--- src/rtl/stage_mem_pkg.sv ---
// Shared types and constants for the MEM pipeline stage: FSM states, ex_ctrl
// bit positions and sticky error flag positions.
package stage_mem_pkg;

  typedef enum logic [1:0] {
    StIdle,
    StAccess,
    StDone
  } state_e;

  // ex_ctrl = {MemRead, MemWrite, Branch, RegWrite, MemtoReg}
  localparam int unsigned CtrlMemRead  = 4;
  localparam int unsigned CtrlMemWrite = 3;
  localparam int unsigned CtrlBranch   = 2;
  localparam int unsigned CtrlRegWrite = 1;
  localparam int unsigned CtrlMemtoReg = 0;

  localparam int unsigned ErrMisalign = 0;
  localparam int unsigned ErrTimeout  = 1;

endpackage

--- src/rtl/mem_timeout_cnt.sv ---
// Wait-cycle counter for a data-memory access; tc flags the last permitted
// cycle so the owner can abandon the access at the end of it.
module mem_timeout_cnt #(
  parameter int unsigned Limit = 15
) (
  input  logic clk,
  input  logic rst_n,
  input  logic clr,
  input  logic en,
  output logic tc
);

  localparam int unsigned W = (Limit > 1) ? $clog2(Limit) : 1;

  logic [W-1:0] cnt_q, cnt_d;

  // The cycle with count Limit-1 is the Limit-th cycle without an ack.
  assign tc = (cnt_q == W'(Limit - 1));

  always_comb begin
    cnt_d = cnt_q;
    if (clr) begin
      cnt_d = '0;
    end else if (en && !tc) begin
      cnt_d = cnt_q + W'(1);
    end
  end

  always_ff @(posedge clk or negedge rst_n) begin
    if (!rst_n) begin
      cnt_q <= '0;
    end else begin
      cnt_q <= cnt_d;
    end
  end

endmodule

--- src/rtl/stage_mem.sv ---
// MEM pipeline stage: captures one EX result, performs an optional data-memory
// access with timeout, resolves branches, and emits a single writeback pulse.
module stage_mem
  import stage_mem_pkg::*;
#(
  parameter int unsigned MEM_TIMEOUT = 15
) (
  input  logic        clk,
  input  logic        rst_n,
  input  logic        ex_valid,
  input  logic [31:0] ex_alu,
  input  logic        ex_zero,
  input  logic [31:0] ex_branch_addr,
  input  logic [31:0] ex_rt,
  input  logic [4:0]  ex_wreg,
  input  logic [4:0]  ex_ctrl,
  output logic        stall,
  output logic        pc_src,
  output logic [31:0] branch_target,
  output logic        mem_req,
  output logic        mem_we,
  output logic [31:0] mem_addr,
  output logic [31:0] mem_wdata,
  input  logic [31:0] mem_rdata,
  input  logic        mem_ack,
  output logic        wb_valid,
  output logic [31:0] wb_data,
  output logic [4:0]  wb_wreg,
  output logic        wb_regwrite,
  output logic [1:0]  err
);

  state_e      state_q, state_d;
  logic [31:0] alu_q, alu_d, baddr_q, baddr_d, rt_q, rt_d, rdata_q, rdata_d;
  logic [4:0]  ctrl_q, ctrl_d, wreg_q, wreg_d;
  logic        zero_q, zero_d, first_q, first_d, suppress_q, suppress_d;
  logic [1:0]  err_q, err_d;
  logic        tc, is_mem, misalign, in_access, in_done;

  assign is_mem    = ex_ctrl[CtrlMemRead] | ex_ctrl[CtrlMemWrite];
  assign misalign  = (ex_alu[1:0] != 2'b00);
  assign in_access = (state_q == StAccess);
  assign in_done   = (state_q == StDone);

  mem_timeout_cnt #(
    .Limit(MEM_TIMEOUT)
  ) u_timeout (
    .clk  (clk),
    .rst_n(rst_n),
    .clr  ((state_q == StIdle) && ex_valid),
    .en   (in_access && !mem_ack),
    .tc   (tc)
  );

  always_comb begin
    state_d    = state_q;
    alu_d      = alu_q;
    baddr_d    = baddr_q;
    rt_d       = rt_q;
    rdata_d    = rdata_q;
    ctrl_d     = ctrl_q;
    wreg_d     = wreg_q;
    zero_d     = zero_q;
    suppress_d = suppress_q;
    err_d      = err_q;
    first_d    = 1'b0;
    unique case (state_q)
      StIdle: begin
        if (ex_valid) begin
          alu_d      = ex_alu;
          baddr_d    = ex_branch_addr;
          rt_d       = ex_rt;
          ctrl_d     = ex_ctrl;
          wreg_d     = ex_wreg;
          zero_d     = ex_zero;
          rdata_d    = '0;
          first_d    = 1'b1;
          suppress_d = is_mem && misalign;
          if (is_mem && misalign) begin
            err_d[ErrMisalign] = 1'b1;
            state_d            = StDone;
          end else if (is_mem) begin
            state_d = StAccess;
          end else begin
            state_d = StDone;
          end
        end
      end
      StAccess: begin
        // An ack in the terminal cycle still completes normally.
        if (mem_ack) begin
          rdata_d = mem_rdata;
          state_d = StDone;
        end else if (tc) begin
          err_d[ErrTimeout] = 1'b1;
          suppress_d        = 1'b1;
          state_d           = StDone;
        end
      end
      StDone:  state_d = StIdle;
      default: state_d = StIdle;
    endcase
  end

  always_comb begin
    stall         = (state_q != StIdle);
    pc_src        = first_q && ctrl_q[CtrlBranch] && zero_q;
    branch_target = pc_src ? baddr_q : '0;
    mem_req       = in_access;
    mem_we        = in_access && ctrl_q[CtrlMemWrite];
    mem_addr      = in_access ? alu_q : '0;
    mem_wdata     = in_access ? rt_q : '0;
    wb_valid      = in_done;
    wb_wreg       = in_done ? wreg_q : '0;
    wb_data       = !in_done ? '0 : (ctrl_q[CtrlMemtoReg] ? rdata_q : alu_q);
    wb_regwrite   = in_done && ctrl_q[CtrlRegWrite] && !suppress_q;
    err           = err_q;
  end

  always_ff @(posedge clk or negedge rst_n) begin
    if (!rst_n) begin
      state_q    <= StIdle;
      alu_q      <= '0;
      baddr_q    <= '0;
      rt_q       <= '0;
      rdata_q    <= '0;
      ctrl_q     <= '0;
      wreg_q     <= '0;
      zero_q     <= 1'b0;
      first_q    <= 1'b0;
      suppress_q <= 1'b0;
      err_q      <= '0;
    end else begin
      state_q    <= state_d;
      alu_q      <= alu_d;
      baddr_q    <= baddr_d;
      rt_q       <= rt_d;
      rdata_q    <= rdata_d;
      ctrl_q     <= ctrl_d;
      wreg_q     <= wreg_d;
      zero_q     <= zero_d;
      first_q    <= first_d;
      suppress_q <= suppress_d;
      err_q      <= err_d;
    end
  end

endmodule
--- config.mk ---
export PLATFORM = sky130hd
export DESIGN_NAME = stage_mem
export DESIGN_NICKNAME = d
export VERILOG_FILES = /design/src/rtl/stage_mem_pkg.sv /design/src/rtl/mem_timeout_cnt.sv /design/src/rtl/stage_mem.sv
export SDC_FILE = /design/constraint.sdc
export NUM_CORES = 1
export LEC_CHECK = 0
export ABC_CLOCK_PERIOD_IN_PS = 2000
export CORE_MARGIN = 2
export CORE_UTILIZATION = 35
export CTS_BUF_LIST = sky130_fd_sc_hd__clkbuf_2
export CTS_CLUSTER_DIAMETER = 30
export CTS_CLUSTER_SIZE = 30
export DETAILED_ROUTE_END_ITERATION = 16
export PLACE_DENSITY_LB_ADDON = 0.3
export SETUP_SLACK_MARGIN = 0.15
export SYNTH_ARGS = -nofsm -noshare
export SYNTH_HDL_FRONTEND = slang
export SYNTH_SLANG_ARGS = --single-unit
--- constraint.sdc ---
create_clock -name clk -period 2 [get_ports clk]
set_input_delay 0.2 -clock clk [delete_from_list [all_inputs] [get_ports clk]]
set_output_delay 0.2 -clock clk [all_outputs]
set_load 0.01 [all_outputs]
---- Word level (Yosys, flattened, before mapping) ----
Cells that the tools add are included.
word-level totals
  input bits .............................. 143
  logic and storage cells ................. 70
  output and inout bits ................... 141
  register bits ........................... 148
cells by class
  bitwise operators ....................... 2
  eq/ne operators ......................... 8
  reductions and logical operators ........ 23
  add/sub/neg operators ................... 1
  multiplexer cells ....................... 23
operators with widths
  cell                 count
  $mux 32              7
  $pmux 32 s2          1
  $mux 2               5
  $logic_and 1x1->1    9
  $reduce_and 3->1     3
  $mux 4               2
  $reduce_bool 2->1    4
  $ne 2x2->1 const B   3
  $mux 1               5
  $mux 5               1
  $add 4x1->4 const B  1
  $eq 4x4->1 const B   1
  $pmux 2 s2           1
  $reduce_and 2->1     2
  $reduce_and 4->1     1
  $logic_not 1->1      3
  $ne 3x2->1 const B   1
  $eq 2x1->1 const B   1
  $eq 2x2->1 const B   1
  $logic_not 2->1      1
  $ne 2x1->1 const B   1
  $pmux 1 s2           1
  $not 1->1            1
  $or 1x1->1           1

---- Longest topological paths before layout ----
  depth after elaboration ................. 5
  mapped depth ............................ 7
  gate-level depth less buffers ........... 5

---- Cells and area by module ----
From an unflattened synthesis, not the netlist that was laid out.
unflattened totals
  cells, all modules ...................... 605
  area, all modules ....................... 7,001.7 um2
by module, submodules not included
  module           times used  cells each  seq. area each (um2)  area each (um2)
  stage_mem        1           581         3,603.5               6,780.3
  mem_timeout_cnt  1           24          100.1                 221.5

---- Least setup slack after synthesis ----
Ideal clock, no wire load.
  kind .................................... register -> output
  from .................................... register state_q[0]
  to ...................................... output mem_wdata[12]
  path slack .............................. 545 ps
  path buffers ............................ 3
  data required time ...................... 1,800 ps
  arrival ................................. 1,255 ps
  stages on the path, launching flop included .. 6
  cells stage by stage .................... dfrtp_1 nor2b_1 buf_2 buf_2 clkbuf_1 and2_1
on the way
  word-level cells in the longest chain between the ends .. 2
ends and longest elaborated chain
  item                    RTL line          source
  from (decl)             stage_mem.sv:33   state_e state_q, state_d;
  from (signal assigned)  stage_mem.sv:122  state_q <= StIdle;
  from (signal assigned)  stage_mem.sv:134  state_q <= state_d;
  $eq 2x1->1              stage_mem.sv:42   assign in_access = (state_q == StAccess);
  $mux 32                 stage_mem.sv:112  mem_wdata = in_access ? rt_q : '0;
  to (decl)               stage_mem.sv:23   output logic [31:0] mem_wdata,
No other way between the ends.

---- Worst setup path in the final report ----
  from .................................... register state_q[0]
  to ...................................... output mem_addr[27]
on the way
  word-level cells in the longest chain between the ends .. 2
ends and longest elaborated chain
  item        RTL line          source
  $eq 2x1->1  stage_mem.sv:42
  $mux 32     stage_mem.sv:111  mem_addr = in_access ? alu_q : '0;
  to (decl)   stage_mem.sv:22   output logic [31:0] mem_addr,
No other way between the ends.

==> results.yml <==
setup_path:
  reg2reg_depth: 7
  timing.rr.start: "state_q[1]$_DFFE_PN0P_"
  crit_path_to: "mem_addr[27]"
  critical-path-slowest-cell: "sky130_fd_sc_hd__dfrtp_1"
  rrSetupSlack_ns: 0.02
  setup.worst_path.start_class: "flip-flop"
  setup_crit_end_kind: "output pin"
  cp_slowest_stage_delay_ns: 0.43
  beginning_of_the_critical_path: "state_q[0]$_DFFE_PN0P_"
  worst_ep_arrival_time_ns: 2.10
  worst_path_dominant_cell_family: "buffers and inverters"
  cp.depth: 8
  crit_buf_inv: 6
  crit-reg2reg-capture: "state_q[0]$_DFFE_PN0P_"
  worst-endpoint-required_ns: 1.80
  timing_worst_setup_path_type: "flip-flop to output pin"
  most_frequent_cell_on_critical_path: "sky130_fd_sc_hd__buf_6"
  cp_max_fo: 7
  cp_cell_sequence: "buf_6 -> nor2b_4 -> buf_6 -> buf_12 -> buf_16 -> buf_8 -> and2_4 -> buf_6"
place:
  gp_congestion: 0.7678
  detailed_placer_s_ending_hpwl_um: 14880
  post-place-ws_ns: 0.1704
  placedInstanceArea_um2: 10270
  placement.io_buffers: 283
sta:
  timing.final.setup_violations: 132
  fin_crit_ns: 2.302
  worst_slack_ns: -0.3024
  grt_setup_unrepaired: "yes"
  final_hold_vios: 0
  worst_slew_margin_rel: 0.6241
  worst-slew-pin-transition_ns: 0.5639
  max_freq_mhz: 434.3
  layout_worst_path_cycle_share: 1.151
  timing_max_transition_violations_final: 0
  largest_clock_skew_in_the_final_design_ns: 0.04797
synthesis:
  post_synth_mux_area_share: 0.05303
  synth_adder_area_share: 0.003547
  syn-instance-count: 824
  synth-edff-count: 0
  synth.lib_cells_used.distinct: 30
  netlist.area_leader.share: 0.5250
  combinational_family_with_the_most_area_after_synthesis: "simple AND/OR/NAND/NOR gates"
  syn_area_per_cell_um2: 8.561
  syn-num-nets: 969
  synthSimpleGateAreaFrac: 0.3081
  most_repeated_cell_in_the_gate_level_netlist_after_synthesis: "sky130_fd_sc_hd__nand2_1"
  yosys.area_share.xor_xnor: 0
  synth_warnings: 0
  mappedNetlistArea_um2: 7054
  synth-seq-cells: 148
  dominantRegCellSynth: "sky130_fd_sc_hd__dfrtp_1"
  synth.yosys.seq_area_share: 0.5250
  synth-compound-area-share: 0.06598
  post_synth_top_area_cell: "sky130_fd_sc_hd__dfrtp_1"
  post_synth_most_frequent_cells: "sky130_fd_sc_hd__nand2_1, sky130_fd_sc_hd__dfrtp_1, sky130_fd_sc_hd__and2_1"
  async_flop_share: 1.000
  netlist_top_cells_area: "sky130_fd_sc_hd__dfrtp_1, sky130_fd_sc_hd__nand2_1, sky130_fd_sc_hd__and2_1"
layout:
  synthToLayoutAreaGrowth_pct: 91.77
  multi_input_area_um2: 3520
  final_cell_area_um2: 13530
  finish.net_count: 1463
  sequential_cell_area_um2: 3706
  final_layout_size_suffix_gt1_frac: 0.3095
  final.fill_count: 1495
power:
  ir_drop_mv: 0.4052
  reported_leakage_power_nw: 6.577
  power.density_nw_per_um2: 695.0
  finalPower_mw: 9.402
routing:
  drt_pass1_iterations: 5
  viasPerCell: 4.863
  drt-total-wl_um: 30120
  route.detailed.drc: 0
  drt_first_iter_violations: 382
  postRouteAntennaNets: 0
  detailroute.via_count: 7766
  wire_per_inst_um: 18.86
floorplan:
  fp.dieW_um: 146.0
  top_level_ports: 284
  rows: 51
  die_area_um2: 21310
  core_region_area_um2: 19590
  initial_utilization: 0.3601
  floorplan.die.height_um: 146.0
clock_tree:
  tritoncts.num_buffers: 17
  cts_root_buffer: "sky130_fd_sc_hd__clkbuf_2"
  clock_pin_slew_on_the_worst_setup_and_hold_paths_ns: 0.19
  number_of_h_tree_branching_levels: 4
  tritoncts_clock_tree: "done"
  cts.path.max_buffers: 2
  clk-insertion-delay-late_ns: 0.72
  numClockSinks: 148
global_route:
  overflow: 0
  grt_first_pass_wirelength_um: 40410
  via_count_of_the_first_global_routing_pass: 7599
  global_router_s_overall_resource_usage: 0.2372
  antenna_found_initial: 2
  maximum_number_of_pins_on_one_net_before_global_route_repair: 112
status:
  run_status: "finished, violations left"
  violations: "setup timing"
worst_hold_path:
  hold_path_class: "input pin to flip-flop"
flow_run:
  maxCapViolCount: 0
## worst register-to-register path, delay by kind of cell, from the launching register on
kind	cells	cell delay, ns
simple gates	2	0.72
buf+inv	4	0.51
flops	1	0.46
compound gates	1	0.18
## per-layer routing
layer	part of all wire	vias to the layer above	global-route usage
li1	-	3616	-
met1	0.41	3803	0.2904
met2	0.51	299	0.4156
met3	0.054	46	0.05580
met4	0.024	2	0.07233
met5	0.00053	-	0
## layout make-up
type                    instances  area share
well taps                     265     0.02451
diodes                          1   0.0001850
multi-input cells             615      0.2602
clock inverters                15    0.007862
repair buffers                529      0.4218
flip-flops and latches        148      0.2740
inverters                       5    0.003145
repair inverters                2    0.002035
clock buffers                  17    0.006289
## registers in the layout (all words and copies together) (netlist names)
| name | count |
|---|---|
| baddr_q | 32 |
| ctrl_q | 4 |
| suppress_q | 1 |
| u_timeout.cnt_q | 4 |
| zero_q | 1 |
| state_q | 2 |
| wreg_q | 5 |
| first_q | 1 |
| rt_q | 32 |
| rdata_q | 32 |
| alu_q | 32 |
| err | 2 |
## timing repair
action,CTS,global route
hold endpoints to repair,284,0
hold buffers,138,0
gates resized for setup,588,262
setup endpoints to repair,141,203
cloned,11,27
pin swaps,33,26
buffers inserted,18,31
## where the power goes
part	internal, mW	switching, mW	total, mW
Combinational	2.07	1.78	3.85
Clock	0.324	1.19	1.51
Sequential	3.58	0.457	4.04
Total	5.97	3.43	9.40
## stage by stage
stage	TNS [ns]	std cells	hold WS (ns)	utilization
after floorplan	0	824	-0.09559	-
after global placement	0	1339	0.2115	0.5244
after detailed placement	0	1339	0.2118	0.5244
after CTS	-30.93	1538	0.01497	0.6265
after global routing	-41.21	1597	0.07496	0.6906
final	-22.34	1597	0.1322	0.6906
## worst min-delay path by stage
stage | startpoint | end | slack [ns] | cells after the start
final | ex_alu[1] | alu_q[1]$_DFFE_PN0P_ | 0.13 | 3
after global routing | ex_alu[0] | alu_q[0]$_DFFE_PN0P_ | 0.07 | 3
after CTS | ex_alu[1] | alu_q[1]$_DFFE_PN0P_ | 0.01 | 3
after floorplan | rst_n | alu_q[0]$_DFFE_PN0P_ | -0.1 | 0
after global placement | rst_n | alu_q[10]$_DFFE_PN0P_ | 0.21 | 1
after detailed placement | rst_n | alu_q[10]$_DFFE_PN0P_ | 0.21 | 1
## layout by cell type, fill, tap and decap left out, drive strengths merged, types with 2 or more instances in the layout
cell and n:
and2 102, and3 3, buf 223, bufbuf 2, clkbuf 40, clkdlybuf4s50 141, clkinv 7, clkinvlp 7
dfrtp 148, dlygate4sd2 2, dlygate4sd3 138, ha 2, inv 8, mux2i 37, nand2 356, nand3 3
nor2 33, o21ai 32, o31ai 33, or3b 3
## kinds of logic (layout without fill, tap and decap cells)
group / Yosys count / in the layout
mux: 37 / 37
compound gates: 72 / 72
other cells: 0 / 1
simple gates: 502 / 504
buf+inv: 63 / 568
fa+ha+maj: 2 / 2
flops: 148 / 148
No activity file was read; power rests on OpenSTA's default activity.
==> patch, RTL diff (config.mk and constraints unchanged) <==
Put a register stage on the output `err`. The value now appears one clock later. The other outputs are not delayed to match.
--- a/src/rtl/stage_mem.sv
+++ b/src/rtl/stage_mem.sv
@@ -30,4 +30,6 @@
   output logic [1:0]  err
 );
+
+  logic [1:0] err_c;
 
   state_e      state_q, state_d;
@@ -115,5 +117,5 @@
     wb_data       = !in_done ? '0 : (ctrl_q[CtrlMemtoReg] ? rdata_q : alu_q);
     wb_regwrite   = in_done && ctrl_q[CtrlRegWrite] && !suppress_q;
-    err           = err_q;
+    err_c         = err_q;
   end
 
@@ -146,3 +148,7 @@
   end
 
+  always_ff @(posedge clk) begin
+    err <= err_c;
+  end
+
 endmodule
Function: changed (Yosys sat finds a counterexample within 4 cycles, from zero or initial values and one cycle with rst_n low).
==> patch against the original RTL <==
- the run still ends with setup timing left
- sequential share of layout area rose by 0.76 points
- design area fell by 1.5%
- routed wire length down 14%
- worst setup slack lost 0.044 ns
- synthesized cell count decreased by 26%
- sequential cell count up 2
- power increased by 6.6%
- synthesized area up 6.1%
- critical path type unchanged
- highest routed layer is now met4
==> patch: results (changes against the original RTL) <==
status complete, but fails checks; failing checks setup timing; syn nets 754 (-22%); Slowest-stage cell, CP dfrtp_4; fin worst setup slack -0.346 ns (-0.0438 ns); yosys warns 0 (unchanged); Final setup viols 136 (+3.0%); initial antenna violation count 1 (-1); Total GRT Usage 19.0% (-4.7 points); delay of the slowest critical-path stage 0.55 ns (+0.12 ns); vias in the first global route 6092 (-20%); clock root cell clkbuf_2; Crit path max-delay family buffers and inverters; clock slew at reported path FFs 0.27 ns (+0.08 ns); most frequent cells after synthesis 148 x dfrtp_1, 102 x and2_1, 96 x mux2_4; pin count of the biggest net entering global routing 65 (-42%); Final nets 1198 (-18%); worst ir drop on vdd 0.343 mV (-15%); placer congestion estimate 0.744 (-3.1%); first-pass detailed-route iteration total 4 (-1); Hold Path Stages 2 (-1); worst rel slew slack 66.7% (+4.3 points); HP Class input pin to flip-flop; CP arrival 2.15 ns (+0.05 ns); global-route wire length before repair 33.4 mm (-17%); Via Count 6391 (-18%); drt total wl 25.8 mm (-14%); Crit Path Max Fanout 11 (+4); layout cells sized above 1 47.7% (+17 points); Leakage 6.36 nW (-3.4%); total gr overflow 0 (unchanged); Synth top area share 49.5% (-3.0 points); CTS H-tree depth 4 (unchanged); Initial DRC Count 263 (-31%); Seq/Total Area, Yosys 50.0% (-2.5 points); hpwl dp 13.8 mm (-7.0%); setup TNS -27.33 ns (-5.00 ns); CTS Buffer Depth 2 (unchanged); Synth area leaders dfrtp_1 49%, mux2_4 19%, and2_1 8.5%, mux2i_1 4.8%, nand4b_1 3.7%; skew final 0.0295 ns (-0.0184 ns); Async S/R FF share, synth 98.7% (-1.3 points); area post-placement 10700 um^2 (+4.0%); Yosys cell types 31 (+3.3%); FF-to-FF path depth 5 (-2); # fillers 1579 (+5.6%)
==> patch: changes by cell type in the layout (fill, tap and decap cells not counted), moves of 9 or more <==
cell / before / now
buf_4: 35 / 26
buf_2: 58 / 24
nand2_2: 21 / 0
dlygate4sd3_1: 138 / 99
and2_1: 41 / 17
mux2_2: 0 / 10
nand4b_1: 0 / 32
buf_6: 95 / 129
mux2_4: 0 / 96
clkbuf_2: 23 / 32
nand2_1: 330 / 36
and2_4: 61 / 85
o31ai_1: 33 / 1
==> patch: per-stage QoR <==
step	utilization [%]	worst slack, ns	cells
4_1_cts	55.5	-0.586	1269
5_1_grt	63.4	-0.522	1342
3_3_place_gp	50.8	0.0968	1141
3_5_place_dp	50.8	0.0607	1141
6_report	63.4	-0.346	1342
2_1_floorplan	-	0.432	609
==> patch: metal layers <==
layer	global-route usage, %	share of wire, %
met1	25.0	42
met2	30.8	49
met3	5.91	7.2
met4	4.06	2.0
met5	0	0
==> patch: logic make-up (layout without fill, tap and decap cells) <==
group / Yosys count / after routing / synth area share [%]
flip-flops: 150 / 150 / 50.0
other: 0 / 1 / 0
AO/OA/AOI/OAI: 40 / 40 / 2.91
adder cells (fa/ha/maj): 2 / 2 / 0.334
AND/OR/NAND/NOR: 221 / 221 / 17.2
multiplexers: 142 / 142 / 25.6
buffers and inverters: 54 / 511 / 4.00
==> patch: what timing repair did <==
item / in CTS / in global routing
hold endpoints to repair: 227 / 18
pin swaps: 4 / 66
gates resized for setup: 308 / 509
hold buffers: 81 / 18
gates cloned: 2 / 14
buffers inserted: 13 / 40
setup endpoints to repair: 141 / 158
==> patch: worst reg2reg max path, stage by stage (launching register included) <==
cell and delay (ns):
dfrtp_2 0.52, buf_4 0.17, or3b_4 0.43, buf_8 0.17, buf_16 0.19, mux2_4 0.31
==> patch: area by class of cell <==
| cell class | instances | area share (%) |
|---|---|---|
| clock inverters | 14 | 0.883 |
| multi-input cells | 405 | 29.5 |
| clock buffers | 18 | 0.676 |
| well taps | 275 | 2.58 |
| repair buffers | 473 | 38.0 |
| flip-flops and latches | 150 | 28.2 |
| inverters | 6 | 0.216 |
| diodes | 1 | 0.0188 |
==> patch: worst paths after layout <==
check | endpoint | from | slack (ns)
min in group asynchronous | alu_q[25] | rst_n | 0.47
max in group asynchronous | alu_q[10] | rst_n | 0.83
min | baddr_q[25] | ex_branch_addr[25] | 0.06
min reg2reg | err[0] | err_c[0] | 0.39
max reg2reg | baddr_q[27] | state_q[1] | 0.11
max | wb_data[2] | ctrl_q[0] | -0.35
==> patch: power by group <==
part | switching, mW | internal, mW
logic | 1.56 | 2.67
clock network | 1.27 | 0.361
registers | 0.491 | 3.67
total | 3.33 | 6.70
